### config.mk
export PLATFORM = sky130hd
export DESIGN_NAME = lut_rd_iter_ctrl
export DESIGN_NICKNAME = d
export VERILOG_FILES = /design/src/rtl/lut_rd_iter_ctrl.sv
export SDC_FILE = /design/constraint.sdc
export NUM_CORES = 1
export LEC_CHECK = 0
export BUFFER_PORTS_ARGS = -buffer_cell sky130_fd_sc_hd__buf_4
export CORE_MARGIN = 2
export CORE_UTILIZATION = 45
export DETAILED_ROUTE_END_ITERATION = 7
export GPL_TIMING_DRIVEN = 0
export PLACE_DENSITY = 0.77
export SYNTH_ARGS = -nofsm -noshare
export SYNTH_HDL_FRONTEND = slang
export SYNTH_SLANG_ARGS = --single-unit
### constraint.sdc
create_clock -name read_clk -period 3.7 [get_ports read_clk]
set_input_delay 0.74 -clock read_clk [delete_from_list [all_inputs] [get_ports read_clk]]
set_output_delay 0.74 -clock read_clk [all_outputs]
set_load 0.02 [all_outputs]
### src/rtl/lut_rd_iter_ctrl.sv
`default_nettype none
// ============================================================================
// Module   : lut_rd_iter_ctrl
// Brief    : Read-side iteration sequencer for decomposed-LUT decoding. Drives
//            the CNU/VNU write-update handshake (iteration-update level,
//            read-finish flag, initial-load enable), steps RD_CYCLES LUT layer
//            reads per iteration for ITER_MAX iterations, then pulses done.
// Options  : LUT_RD_ACK_TIMEOUT_EN - adds an acknowledge watchdog that moves
//            the sequencer to a sticky ERR state after TIMEOUT_CYC cycles of
//            waiting in INIT, INIT_REL, RD_DONE or WR_REL.
// Revision : 1.0 - initial release
// ============================================================================
module lut_rd_iter_ctrl #(
  parameter int ITER_MAX    = 10,
  parameter int ITER_W      = 4,
  parameter int RD_CYCLES   = 8,
  parameter int RD_W        = 3,
  parameter int TIMEOUT_CYC = 64
) (
  input  logic              read_clk,
  input  logic              rstn,
  input  logic              start_i,
  input  logic              wr_ack_i,
  input  logic              init_load_i,
  input  logic              pipe_load_i,
  output logic              iter_update_o,
  output logic              rd_finish_o,
  output logic              init_load_en_o,
  output logic              rd_en_o,
  output logic [RD_W-1:0]   rd_addr_o,
  output logic [ITER_W-1:0] iter_cnt_o,
  output logic              busy_o,
  output logic              done_o,
  output logic              err_o
);

  // Last read layer and last iteration index, sized to their counters.
  localparam logic [RD_W-1:0]   c_RD_LAST   = RD_W'(RD_CYCLES - 1);
  localparam logic [ITER_W-1:0] c_ITER_LAST = ITER_W'(ITER_MAX - 1);

`ifdef LUT_RD_ACK_TIMEOUT_EN
  typedef enum logic [3:0] {
    S_IDLE     = 4'd0,
    S_INIT     = 4'd1,
    S_INIT_REL = 4'd2,
    S_READ     = 4'd3,
    S_RD_DONE  = 4'd4,
    S_WR_REL   = 4'd5,
    S_NEXT     = 4'd6,
    S_DONE     = 4'd7,
    S_ERR      = 4'd8
  } state_t;
`else
  typedef enum logic [3:0] {
    S_IDLE     = 4'd0,
    S_INIT     = 4'd1,
    S_INIT_REL = 4'd2,
    S_READ     = 4'd3,
    S_RD_DONE  = 4'd4,
    S_WR_REL   = 4'd5,
    S_NEXT     = 4'd6,
    S_DONE     = 4'd7
  } state_t;
`endif

  state_t            r_state;
  logic              r_iter_update;
  logic              r_rd_finish;
  logic              r_init_load_en;
  logic              r_rd_en;
  logic [RD_W-1:0]   r_rd_addr;
  logic [ITER_W-1:0] r_iter_cnt;
  logic              r_busy;
  logic              r_done;

  // The load strobes carry status only; they never steer the sequencer.
  logic w_unused_status;
  assign w_unused_status = init_load_i | pipe_load_i;

`ifdef LUT_RD_ACK_TIMEOUT_EN
  localparam int               c_TO_W    = $clog2(TIMEOUT_CYC + 1);
  localparam logic [c_TO_W-1:0] c_TO_LAST = c_TO_W'(TIMEOUT_CYC - 1);

  logic              r_err;
  logic [c_TO_W-1:0] r_wait;
  logic              w_wait_hold;
  logic              w_timeout;

  // The sequencer stays put this cycle in one of the acknowledge-wait states.
  always_comb begin
    w_wait_hold = 1'b0;
    case (r_state)
      S_INIT:     w_wait_hold = !wr_ack_i;
      S_INIT_REL: w_wait_hold =  wr_ack_i;
      S_RD_DONE:  w_wait_hold = !wr_ack_i;
      S_WR_REL:   w_wait_hold =  wr_ack_i;
      default:    w_wait_hold = 1'b0;
    endcase
    w_timeout = w_wait_hold && (r_wait == c_TO_LAST);
  end

  // Watchdog: counts cycles spent in the current wait state, zero on any move.
  always_ff @(posedge read_clk or negedge rstn) begin
    if (!rstn) begin
      r_wait <= '0;
    end else if (w_wait_hold && !w_timeout) begin
      r_wait <= r_wait + c_TO_W'(1);
    end else begin
      r_wait <= '0;
    end
  end

  assign err_o = r_err;
`else
  localparam int c_UNUSED_TIMEOUT = TIMEOUT_CYC;
  assign err_o = 1'b0;
`endif

  // Sequencer FSM with all handshake and read-port outputs registered.
  always_ff @(posedge read_clk or negedge rstn) begin
    if (!rstn) begin
      r_state        <= S_IDLE;
      r_iter_update  <= 1'b0;
      r_rd_finish    <= 1'b0;
      r_init_load_en <= 1'b0;
      r_rd_en        <= 1'b0;
      r_rd_addr      <= '0;
      r_iter_cnt     <= '0;
      r_busy         <= 1'b0;
      r_done         <= 1'b0;
`ifdef LUT_RD_ACK_TIMEOUT_EN
      r_err          <= 1'b0;
`endif
    end else begin
      case (r_state)
        S_IDLE: begin
          r_done <= 1'b0;
          if (start_i) begin
            r_state        <= S_INIT;
            r_init_load_en <= 1'b1;
            r_busy         <= 1'b1;
            r_iter_cnt     <= '0;
            r_rd_addr      <= '0;
          end
        end

        // Initial load requested; first ack rising edge releases it.
        S_INIT: begin
          if (wr_ack_i) begin
            r_state        <= S_INIT_REL;
            r_init_load_en <= 1'b0;
          end
        end

        // Wait for the ack to fall before the first read pass.
        S_INIT_REL: begin
          if (!wr_ack_i) begin
            r_state   <= S_READ;
            r_rd_en   <= 1'b1;
            r_rd_addr <= '0;
          end
        end

        // One LUT layer per cycle; the ack is deliberately ignored here.
        S_READ: begin
          if (r_rd_addr == c_RD_LAST) begin
            r_state     <= S_RD_DONE;
            r_rd_en     <= 1'b0;
            r_rd_addr   <= '0;
            r_rd_finish <= 1'b1;
          end else begin
            r_rd_addr <= r_rd_addr + RD_W'(1);
          end
        end

        // Read phase finished; hold the flag until the writer acknowledges.
        S_RD_DONE: begin
          if (wr_ack_i) begin
            r_state     <= S_WR_REL;
            r_rd_finish <= 1'b0;
          end
        end

        S_WR_REL: begin
          if (!wr_ack_i) begin
            r_state <= S_NEXT;
          end
        end

        // Iteration boundary: flip the update level, advance or finish.
        S_NEXT: begin
          r_iter_update <= ~r_iter_update;
          if (r_iter_cnt == c_ITER_LAST) begin
            r_state <= S_DONE;
            r_done  <= 1'b1;
          end else begin
            r_state    <= S_READ;
            r_iter_cnt <= r_iter_cnt + ITER_W'(1);
            r_rd_en    <= 1'b1;
            r_rd_addr  <= '0;
          end
        end

        // done_o is high for exactly this state; iter_cnt_o keeps its value.
        S_DONE: begin
          r_state <= S_IDLE;
          r_done  <= 1'b0;
          r_busy  <= 1'b0;
        end

`ifdef LUT_RD_ACK_TIMEOUT_EN
        // Stuck handshake: only a fresh start request recovers.
        S_ERR: begin
          if (start_i) begin
            r_state        <= S_INIT;
            r_err          <= 1'b0;
            r_init_load_en <= 1'b1;
            r_iter_cnt     <= '0;
            r_rd_addr      <= '0;
          end
        end
`endif

        default: begin
          r_state        <= S_IDLE;
          r_rd_finish    <= 1'b0;
          r_init_load_en <= 1'b0;
          r_rd_en        <= 1'b0;
          r_busy         <= 1'b0;
          r_done         <= 1'b0;
        end
      endcase

`ifdef LUT_RD_ACK_TIMEOUT_EN
      // A timeout only occurs in a holding wait state, so this override never
      // collides with a legal transition taken above.
      if (w_timeout) begin
        r_state        <= S_ERR;
        r_init_load_en <= 1'b0;
        r_rd_en        <= 1'b0;
        r_rd_finish    <= 1'b0;
        r_done         <= 1'b0;
        r_busy         <= 1'b1;
        r_err          <= 1'b1;
      end
`endif
    end
  end

  assign iter_update_o  = r_iter_update;
  assign rd_finish_o    = r_rd_finish;
  assign init_load_en_o = r_init_load_en;
  assign rd_en_o        = r_rd_en;
  assign rd_addr_o      = r_rd_addr;
  assign iter_cnt_o     = r_iter_cnt;
  assign busy_o         = r_busy;
  assign done_o         = r_done;

endmodule
`default_nettype wire

==> metrics.cfg, run 1 <==
[grt]
globalRouteTotalUtil_pct=16.6
grt_max_degree=17
grt_pass1_wl_mm=3.28
grt_pass1_vias=787
grt.overflow.total=0
antenna_found_initial=0

[yosys]
syn_area_um2=1010
ys_top_cells_by_area=dfrtp_1, ha_1, o21ai_0, a21oi_1, mux2i_1
synth-edff-count=0
syn_nets=117
synth_area_leader_cell=dfrtp_1
netlist.area_leader.share_pct=39.7
ys_top_cells_by_count=dfrtp_1, ha_1, inv_1
ys_seq_area_share_pct=39.7
postSynth.asyncResetShare_pct=100
synth.avg_cell_area_um2=9.89
synth_ff_type=dfrtp_1
yosysMostFrequentCell=dfrtp_1
netlist_instances=102
synth-seq-cells=16
yosysWarnings=0
synth_cell_type_count=41

[clocking]
postCtsHoldBufs=0
htree_levels=1
numClockSinks=16
insertion_delay_ns=0.28
cts.repair.resized=0
cts_root_buf=clkbuf_4
cts_max_path_buffers=2
cts_tree=built
clk_pin_slew_ns=0.09
postCtsSetupRepairBufs=0
cts_inserted_buffers=3

[placed_design]
placed_area_um2=1160
dp_cells=146
dp_hpwl_mm=1.44
globalplace.congestion=0.897
port_buffers=16

[timing]
slew_viol_final=0
rsz0062_at_grt=false
fin_crit_ns=1.96
fin_skew_ns=0.00130
worst_pin_slew_ns=0.531
setup_viol=0
relSlewSlack_pct=63.7
hold_violations=0
fmaxAchievable_mhz=510
final.period_utilization_pct=53.0
tns_ns=0

[route]
vias_per_cell=5.46
firstDrtPassIters=4
wire_per_inst_um=12.8
via_count=813
routed_wl_mm=1.90
drc_errors=0
first_iter_violations=10
drtAntennaViolNets=0

[flow_run]
drv_cap=0

[power_and_ir_drop]
leakage_nw=0.576
power.total_mw=0.772
ir_drop_mv=0.450
p_per_area_nw_per_um2=651

[floorplan]
die_area_um2=2640
floorplan.rows=17
coreArea_um2=2170
die_h_um=51.3
pin_count=20
initial_core_util_pct=46.5
fp.dieW_um=51.3

[critical_path]
startpoint_type=flop
cp_max_fo=10
crit_chain=inv_1, ha_1, clkbuf_1, a2111oi_0, o21ai_0, a21boi_0
slowest_stage=a2111oi_0
critPathKind=reg2reg
cp-end-kind=flop
cp_slowest_stage_delay_ns=0.55
cp.arrival_ns=2.17
worstPathRequired_ns=3.91

[finish]
syn_to_final_growth_pct=17.6
final_area_um2=1190
final_cells=149
nets=138
num_antenna_cells=0
drive_gt1_share_pct=24.0
fill_cells=218

[min_path]
hold_class=in2async

[run_status]
status=complete, no violations

==> cell type report <==
cell class	instances	area, um2	share of cell area, %
multi-input combinational	74	558	47.0
sequential	16	400	33.8
timing repair buffer	16	120	10.1
tap	28	35.0	2.95
inverter	9	33.8	2.85
clock buffer	3	22.5	1.90
buffer	3	16.3	1.37
==> stage by stage <==
| step | hold slack (ns) | setup slack (ns) | util [%] |
|---|---|---|---|
| floorplan | 0.444 | 1.86 | - |
| global placement | 0.464 | 1.78 | 53.6 |
| detailed placement | 0.492 | 1.77 | 53.6 |
| CTS | 0.297 | 1.76 | 54.7 |
| global route | 0.295 | 1.37 | 54.7 |
| finish | 0.298 | 1.74 | 54.7 |
==> registers in the layout, summed over array words and instances (netlist names) <==
name and count:
busy_o 1, iter_update_o 1, rd_en_o 1, r_state 3, rd_addr_o 3, init_load_en_o 1
iter_cnt_o 4, rd_finish_o 1, done_o 1
==> final timing paths <==
| path | start | to | slack, ns | cells past startpoint |
|---|---|---|---|---|
| min | rstn | iter_cnt_o[2]$_DFFE_PN0P_ | 0.30 | 1 |
| min in group read_clk | iter_update_o$_DFFE_PN0P_ | iter_update_o$_DFFE_PN0P_ | 0.49 | 1 |
| min reg2reg | iter_update_o$_DFFE_PN0P_ | iter_update_o$_DFFE_PN0P_ | 0.49 | 1 |
| max | r_state[1]$_DFFE_PN0P_ | rd_finish_o$_DFFE_PN0P_ | 1.74 | 6 |
| max reg2reg | r_state[1]$_DFFE_PN0P_ | rd_finish_o$_DFFE_PN0P_ | 1.74 | 6 |
| max in group asynchronous | rstn | r_state[2]$_DFFE_PN0P_ | 3.22 | 1 |
==> routing by layer <==
| metal | up-vias | wire, um | GRT usage [%] |
|---|---|---|---|
| li1 | 400 | - | - |
| met1 | 386 | 847 | 20.7 |
| met2 | 22 | 918 | 28.1 |
| met3 | 5 | 102 | 3.51 |
| met4 | 0 | 32 | 6.14 |
| met5 | - | 0 | 0 |
==> cell families (layout without fill, tap and decap cells) <==
logic type | after synthesis | after routing | synth area share (%)
AO/OA/AOI/OAI | 27 | 27 | 18.1
XOR/XNOR | 3 | 3 | 2.61
adder cells (fa/ha/maj) | 9 | 9 | 11.2
buffers and inverters | 12 | 31 | 4.96
flip-flops | 16 | 16 | 39.7
multiplexers | 6 | 6 | 6.70
other | 1 | 1 | 0.372
AND/OR/NAND/NOR | 28 | 28 | 16.4
==> worst max-delay path: cells and delay by family (launching register included) <==
family                   cells  cell delay [ns]
buffers and inverters        2             0.32
flip-flops                   1             0.45
adder cells (fa/ha/maj)      1             0.22
AO/OA/AOI/OAI                3             0.90
==> power breakdown <==
group	leakage [nW]	internal, mW	switching, mW
registers	0.212	0.216	0.0353
logic	0.350	0.197	0.233
clock network	0.0138	0.0378	0.0518
==> layout by cell type, fill, tap and decap left out, types with 2 or more instances in the layout <==
cell and instances:
inv_1 8, mux2i_1 3, xnor2_1 3, dfrtp_1 16, nand2_1 7, clkbuf_4 3, nor2_1 7, buf_4 17
a21oi_1 6, a2111oi_0 2, o21ai_0 7, a22o_1 3, a21boi_0 2, ha_1 9
Note: power is estimated with default switching activity, not from simulation.
==> run 2: changes to the inputs <==
--- a/config.mk
+++ b/config.mk
@@ -10,7 +10,7 @@
 export CORE_UTILIZATION = 45
 export DETAILED_ROUTE_END_ITERATION = 7
 export GPL_TIMING_DRIVEN = 0
-export PLACE_DENSITY = 0.77
+export PLACE_DENSITY = 0.8
 export SYNTH_ARGS = -nofsm -noshare
 export SYNTH_HDL_FRONTEND = slang
 export SYNTH_SLANG_ARGS = --single-unit
==> constraint.sdc (replaced) <==
create_clock -name read_clk -period 1.75 [get_ports read_clk]
set_input_delay 0.35 -clock read_clk [delete_from_list [all_inputs] [get_ports read_clk]]
set_output_delay 0.35 -clock read_clk [all_outputs]
set_load 0.02 [all_outputs]
==> run 2 against run 1 <==
Sequential share of layout area shrank 5.1 points. Utilization grew 10 points. Power grew to 2.7 times the previous value. Setup slack lost 1.7 ns. Clock skew is essentially flat. Critical path type unchanged. Clock power grew to 2.8 times the previous value. Global-route usage grew 1.2 points. Largest power group unchanged. Routed wire length grew 17%.
==> metrics.cfg, run 2 (same netlist as run 1, synthesis figures left out) <==
[run_status]
status=complete, no violations

[floorplan]
pin_count=20  ; unchanged
floorplan.rows=17  ; unchanged
fp.dieW_um=51.3  ; unchanged
die_h_um=51.3  ; unchanged
initial_core_util_pct=46.5  ; unchanged
die_area_um2=2640  ; unchanged
coreArea_um2=2170  ; unchanged

[min_path]
hold_class=in2reg

[critical_path]
crit_chain=ha_4, and3b_4, nor2b_4, or3_4, mux2_4
critPathBufInv=0  ; -2
critPathKind=reg2reg
cp_slowest_stage_delay_ns=0.45  ; -0.10 ns
cp.arrival_ns=1.88  ; -0.29 ns
cp_top_family=simple AND/OR/NAND/NOR gates
cp_max_fo=5  ; -5
cp-end-kind=flop
worstPathRequired_ns=1.93  ; -1.98 ns
startpoint_type=flop
slowest_stage=dfrtp_2

[clocking]
clk_pin_slew_ns=0.09  ; about the same
htree_levels=1  ; unchanged
numClockSinks=16  ; unchanged
cts_root_buf=clkbuf_4
cts_max_path_buffers=2  ; unchanged
cts_tree=built
insertion_delay_ns=0.29  ; about the same
cts_inserted_buffers=3  ; unchanged

[grt]
grt.overflow.total=0  ; unchanged
antenna_found_initial=0  ; unchanged
globalRouteTotalUtil_pct=17.8  ; +1.2 points
grt_max_degree=17  ; unchanged
grt_pass1_wl_mm=3.51  ; +6.7%
grt_pass1_vias=803  ; +2.0%

[finish]
final_cell_mix=buf_4, dfrtp_1, o21ai_0
register_area_um2=405  ; +1.3%
num_antenna_cells=0  ; unchanged
nets=152  ; +10%
layout_commonest_cell=buf_4
syn_to_final_growth_pct=40.2
drive_gt1_share_pct=47.1  ; +23 points
final_cells=164  ; +10%
fill_cells=184  ; -16%
largest_reg_flops=4  ; unchanged
multi_input_area_um2=647  ; +16%
final_area_um2=1410  ; +19%

[timing]
fin_crit_ns=1.70  ; -0.265 ns
final.period_utilization_pct=96.9  ; +44 points
fin_skew_ns=0.00165  ; +0.000357 ns
setup_viol=0  ; unchanged
hold_violations=0  ; unchanged
slew_viol_final=0  ; unchanged
layout_setup_ws_ns=0.0538  ; -1.69 ns
fmaxAchievable_mhz=590  ; +16%
rsz0062_at_grt=false

[route]
via_count=903  ; +11%
drc_errors=0  ; unchanged
vias_per_cell=5.51  ; +0.91%
routed_wl_mm=2.22  ; +17%
first_iter_violations=24  ; +14
wire_per_inst_um=13.5  ; +6.1%
firstDrtPassIters=4  ; unchanged
drtAntennaViolNets=0  ; unchanged

[power_and_ir_drop]
power_frac_comb_pct=62.6  ; +6.8 points
seqPwrFrac_pct=25.7  ; -6.9 points
ir_drop_mv=1.25  ; +180%
p_per_area_nw_per_um2=1500  ; +130%
p_sw_mw=0.840  ; +160%
swShare_pct=39.6  ; -1.9 points
power.internal_mw=1.28  ; +180%
power.clock.fraction_pct=11.7  ; about the same
leakage_nw=0.661  ; +15%

[flow_run]
drv_cap=0  ; unchanged

[placed_design]
dp_slack_ns=-0.201  ; -1.97 ns
port_buffers=16  ; unchanged
placed_area_um2=1180  ; +1.3%
globalplace.congestion=0.890  ; -0.80%
dp_cells=146  ; unchanged
dp_hpwl_mm=1.50  ; +4.3%

-- run 2: metrics by stage --
step | hold slack, ns | util [%] | TNS (ns) | total power [mW]
detailed placement | 0.223 | 54.3 | -0.912 | 1.46
global route | 0.340 | 65.2 | 0 | 2.26
global placement | 0.221 | 54.3 | -0.585 | 1.42
floorplan | 0.0544 | - | 0 | 1.22
CTS | 0.330 | 60.8 | 0 | 1.93
finish | 0.335 | 65.2 | 0 | 2.12
-- run 2: layout make-up --
cell class | instances | area share [%]
inverters | 9 | 2.57
clock buffers | 4 | 2.57
multi-input cells | 74 | 45.8
well taps | 28 | 2.48
repair buffers | 30 | 16.1
flip-flops and latches | 16 | 28.7
plain buffers | 3 | 1.86
-- run 2: power by group through the flow --
stage | combinational [mW] | clock [mW] | sequential, mW
global route | 1.43 | 0.271 | 0.554
CTS | 1.14 | 0.256 | 0.535
detailed placement | 0.914 | 0 | 0.542
floorplan | 0.618 | 0 | 0.598
global placement | 0.888 | 0 | 0.535
finish | 1.33 | 0.248 | 0.544
-- run 2: path summary, 6_finish.rpt --
path                                           start  slack, ns  depth (start not counted)                        end
max                        iter_cnt_o[0]$_DFFE_PN0P_       0.05                          5   rd_addr_o[0]$_DFFE_PN0P_
min                                          start_i       0.34                          3         busy_o$_DFFE_PN0P_
max reg2reg                iter_cnt_o[0]$_DFFE_PN0P_       0.05                          5   rd_addr_o[0]$_DFFE_PN0P_
min reg2reg                iter_update_o$_DFFE_PN0P_       0.48                          1  iter_update_o$_DFFE_PN0P_
max in group asynchronous                       rstn       1.11                          2     r_state[1]$_DFFE_PN0P_
min in group asynchronous                       rstn       0.44                          2  iter_cnt_o[0]$_DFFE_PN0P_
-- run 2: repair_timing --
action	CTS	global route
setup buffers	7	6
pin swaps	1	1
gates cloned	0	0
endpoints found under the hold margin	16	0
setup endpoints to repair	11	10
resized for setup	13	12
hold buffers	1	0
-- run 2: tightest hold or removal path, cell delays in order --
cell and delay [ns]:
buf_4 0.10, a21oi_1 0.06, nor2_1 0.09
-- run 2: per-layer routing --
metal  track usage (%)  vias to the layer above  wire [um]
li1                  -                      431          -
met1              22.6                      434        916
met2              29.9                       27       1130
met3              3.22                       11        110
met4              7.02                        0         63
met5                 0                        -          0
==> run 3: changes to the inputs <==
--- a/config.mk
+++ b/config.mk
@@ -10,6 +10,7 @@
 export CORE_UTILIZATION = 45
 export DETAILED_ROUTE_END_ITERATION = 7
 export GPL_TIMING_DRIVEN = 0
+export MAX_ROUTING_LAYER = met4
 export PLACE_DENSITY = 0.8
 export SYNTH_ARGS = -nofsm -noshare
 export SYNTH_HDL_FRONTEND = slang
==> constraint.sdc (replaced) <==
create_clock -name read_clk -period 1.5 [get_ports read_clk]
set_input_delay 0.3 -clock read_clk [delete_from_list [all_inputs] [get_ports read_clk]]
set_output_delay 0.3 -clock read_clk [all_outputs]
set_load 0.02 [all_outputs]
==> run 3 against run 2 <==
The flow now finishes with violations (negative setup slack). Clock power is 21% higher. First-iteration DRC count rose by 8.3%. Count of clock-buffer cells in the layout stayed put. Combinational power up 59%. Critical path type unchanged. Critical endpoint unchanged. Highest routed layer unchanged.
==> metrics.cfg, run 3 (same netlist as run 1, synthesis figures left out) <==
[run_status]
status=finished with violations
violations=negative setup slack

[clocking]
cts_max_path_buffers=2  ; unchanged
insertion_delay_ns=0.30  ; about the same
numClockSinks=16  ; unchanged
cts_root_buf=clkbuf_4
cts_inserted_buffers=3  ; unchanged
htree_levels=1  ; unchanged
clk_pin_slew_ns=0.10  ; about the same
cts_tree=built

[placed_design]
port_buffers=16  ; unchanged
globalplace.congestion=0.844  ; -5.1%
dp_hpwl_mm=1.49  ; -0.35%
dp_cells=146  ; unchanged
placed_area_um2=1210  ; +2.4%

[flow_run]
drv_cap=0  ; unchanged

[critical_path]
cp-end-kind=flop
worstPathRequired_ns=1.70  ; -0.23 ns
critPathKind=reg2reg
cp.arrival_ns=1.90  ; +0.02 ns
ff2ff_setup_slack_ns=-0.21  ; -0.26 ns
slowest_stage=dfrtp_2
rr_worst_depth=6  ; +1
startpoint_type=flop
cp_max_fo=4  ; -1
crit_chain=inv_4, ha_4, or2_4, a21oi_2, or3_4, mux2_4
cp_slowest_stage_delay_ns=0.46  ; about the same

[route]
drtAntennaViolNets=0  ; unchanged
routed_wl_mm=2.89  ; +30%
drc_errors=0  ; unchanged
firstDrtPassIters=4  ; unchanged
wire_per_inst_um=17.1  ; +26%
via_count=958  ; +6.1%
vias_per_cell=5.67  ; +3.0%
first_iter_violations=26  ; +8.3%

[grt]
antenna_found_initial=0  ; unchanged
grt_pass1_vias=918  ; +14%
grt_max_degree=17  ; unchanged
grt.overflow.total=0  ; unchanged
grt_pass1_wl_mm=4.38  ; +25%
globalRouteTotalUtil_pct=23.4  ; +5.6 points

[finish]
multi_input_area_um2=751  ; +16%
fill_cells=156  ; -15%
utilization_pct=73.2  ; +8.1 points
drive_gt1_share_pct=54.6  ; +7.6 points
num_antenna_cells=0  ; unchanged
syn_to_final_growth_pct=57.6
nets=157  ; +3.3%
final_cells=169  ; +3.0%
largest_reg_flops=4  ; unchanged
final_area_um2=1590  ; +12%
layout_commonest_cell=buf_4
register_area_um2=405  ; unchanged
final_cell_mix=buf_4, dfrtp_1, buf_6

[floorplan]
initial_core_util_pct=46.5  ; unchanged
pin_count=20  ; unchanged
floorplan.rows=17  ; unchanged
die_h_um=51.3  ; unchanged
coreArea_um2=2170  ; unchanged
die_area_um2=2640  ; unchanged
fp.dieW_um=51.3  ; unchanged

[timing]
fin_crit_ns=1.71  ; +0.0128 ns
whs_ns=0.270  ; -0.0652 ns
slew_viol_final=0  ; unchanged
rsz0062_at_grt=true
setup_viol=12  ; +12
fmaxAchievable_mhz=585  ; -0.75%
final.period_utilization_pct=114  ; +17 points
fin_skew_ns=0.00399  ; +0.00234 ns
layout_setup_ws_ns=-0.209  ; -0.263 ns
hold_violations=0  ; unchanged

[power_and_ir_drop]
leakage_nw=0.726  ; +9.8%
power.total_mw=3.06  ; +44%
ir_drop_mv=1.33  ; +6.0%
p_per_area_nw_per_um2=1920  ; +28%

[min_path]
min_path_cells=3  ; unchanged
hold_class=in2reg

==> run 3: cell count changes in the layout (fill, tap and decap cells not counted), moves of 3 or more <==
| cell | before | now |
|---|---|---|
| buf_6 | 0 | 6 |
| a2111oi_4 | 0 | 3 |
| a2111oi_2 | 3 | 0 |
| o21ai_0 | 7 | 0 |
| o21ai_1 | 0 | 5 |
==> run 3: final timing paths <==
| kind | from | endpoint |
|---|---|---|
| hold reg to reg | iter_update_o$_DFFE_PN0P_ | iter_update_o$_DFFE_PN0P_ |
| min in group asynchronous | rstn | iter_cnt_o[2]$_DFFE_PN0P_ |
| setup reg to reg | r_state[0]$_DFFE_PN0P_ | rd_addr_o[0]$_DFFE_PN0P_ |
| hold / removal | start_i | busy_o$_DFFE_PN0P_ |
| setup / recovery | r_state[0]$_DFFE_PN0P_ | rd_addr_o[0]$_DFFE_PN0P_ |
| max in group asynchronous | rstn | r_state[1]$_DFFE_PN0P_ |
==> run 3: through the flow <==
| stage | TNS [ns] | setup WS (ns) |
|---|---|---|
| after floorplan | -1.01 | -0.210 |
| after global placement | -2.23 | -0.312 |
| after detailed placement | -3.10 | -0.366 |
| after CTS | -0.943 | -0.183 |
| after global routing | -2.17 | -0.266 |
| final | -1.42 | -0.209 |
==> run 3: power breakdown <==
part	leakage [nW]	internal [mW]	switching [mW]
logic	0.498	1.14	0.978
clock network	0.0210	0.148	0.153
registers	0.206	0.540	0.0999
total	0.726	1.83	1.23
==> run 3: worst max-delay path, delay by kind of cell (launching register included) <==
kind                     cells  cell delay, ns
AO/OA/AOI/OAI                1            0.04
adder cells (fa/ha/maj)      1            0.19
buffers and inverters        1            0.11
flip-flops                   1            0.46
multiplexers                 1            0.30
AND/OR/NAND/NOR              2            0.52
==> run 3: metal layers <==
metal | global-route usage, % | routed length (um)
met5 | - | 0
met4 | 7.02 | 55
met3 | 3.51 | 104
met2 | 40.9 | 1570
met1 | 27.9 | 1160
==> run 3: area by class of cell <==
type                       count  share of cell area (%)
buffer                         3                    2.36
inverter                       9                    2.28
sequential                    16                    25.5
timing repair buffer          35                    18.1
tap                           28                    2.20
multi-input combinational     74                    47.2
clock buffer                   4                    2.28
==> run 3: timing repair <==
item                                    4_1_cts  5_1_grt
pin swaps                                    11       10
hold endpoints to repair                     16        0
endpoints found under the setup margin       14       15
setup buffers                                16        2
hold buffers                                  1        0
gates resized for setup                      32       15
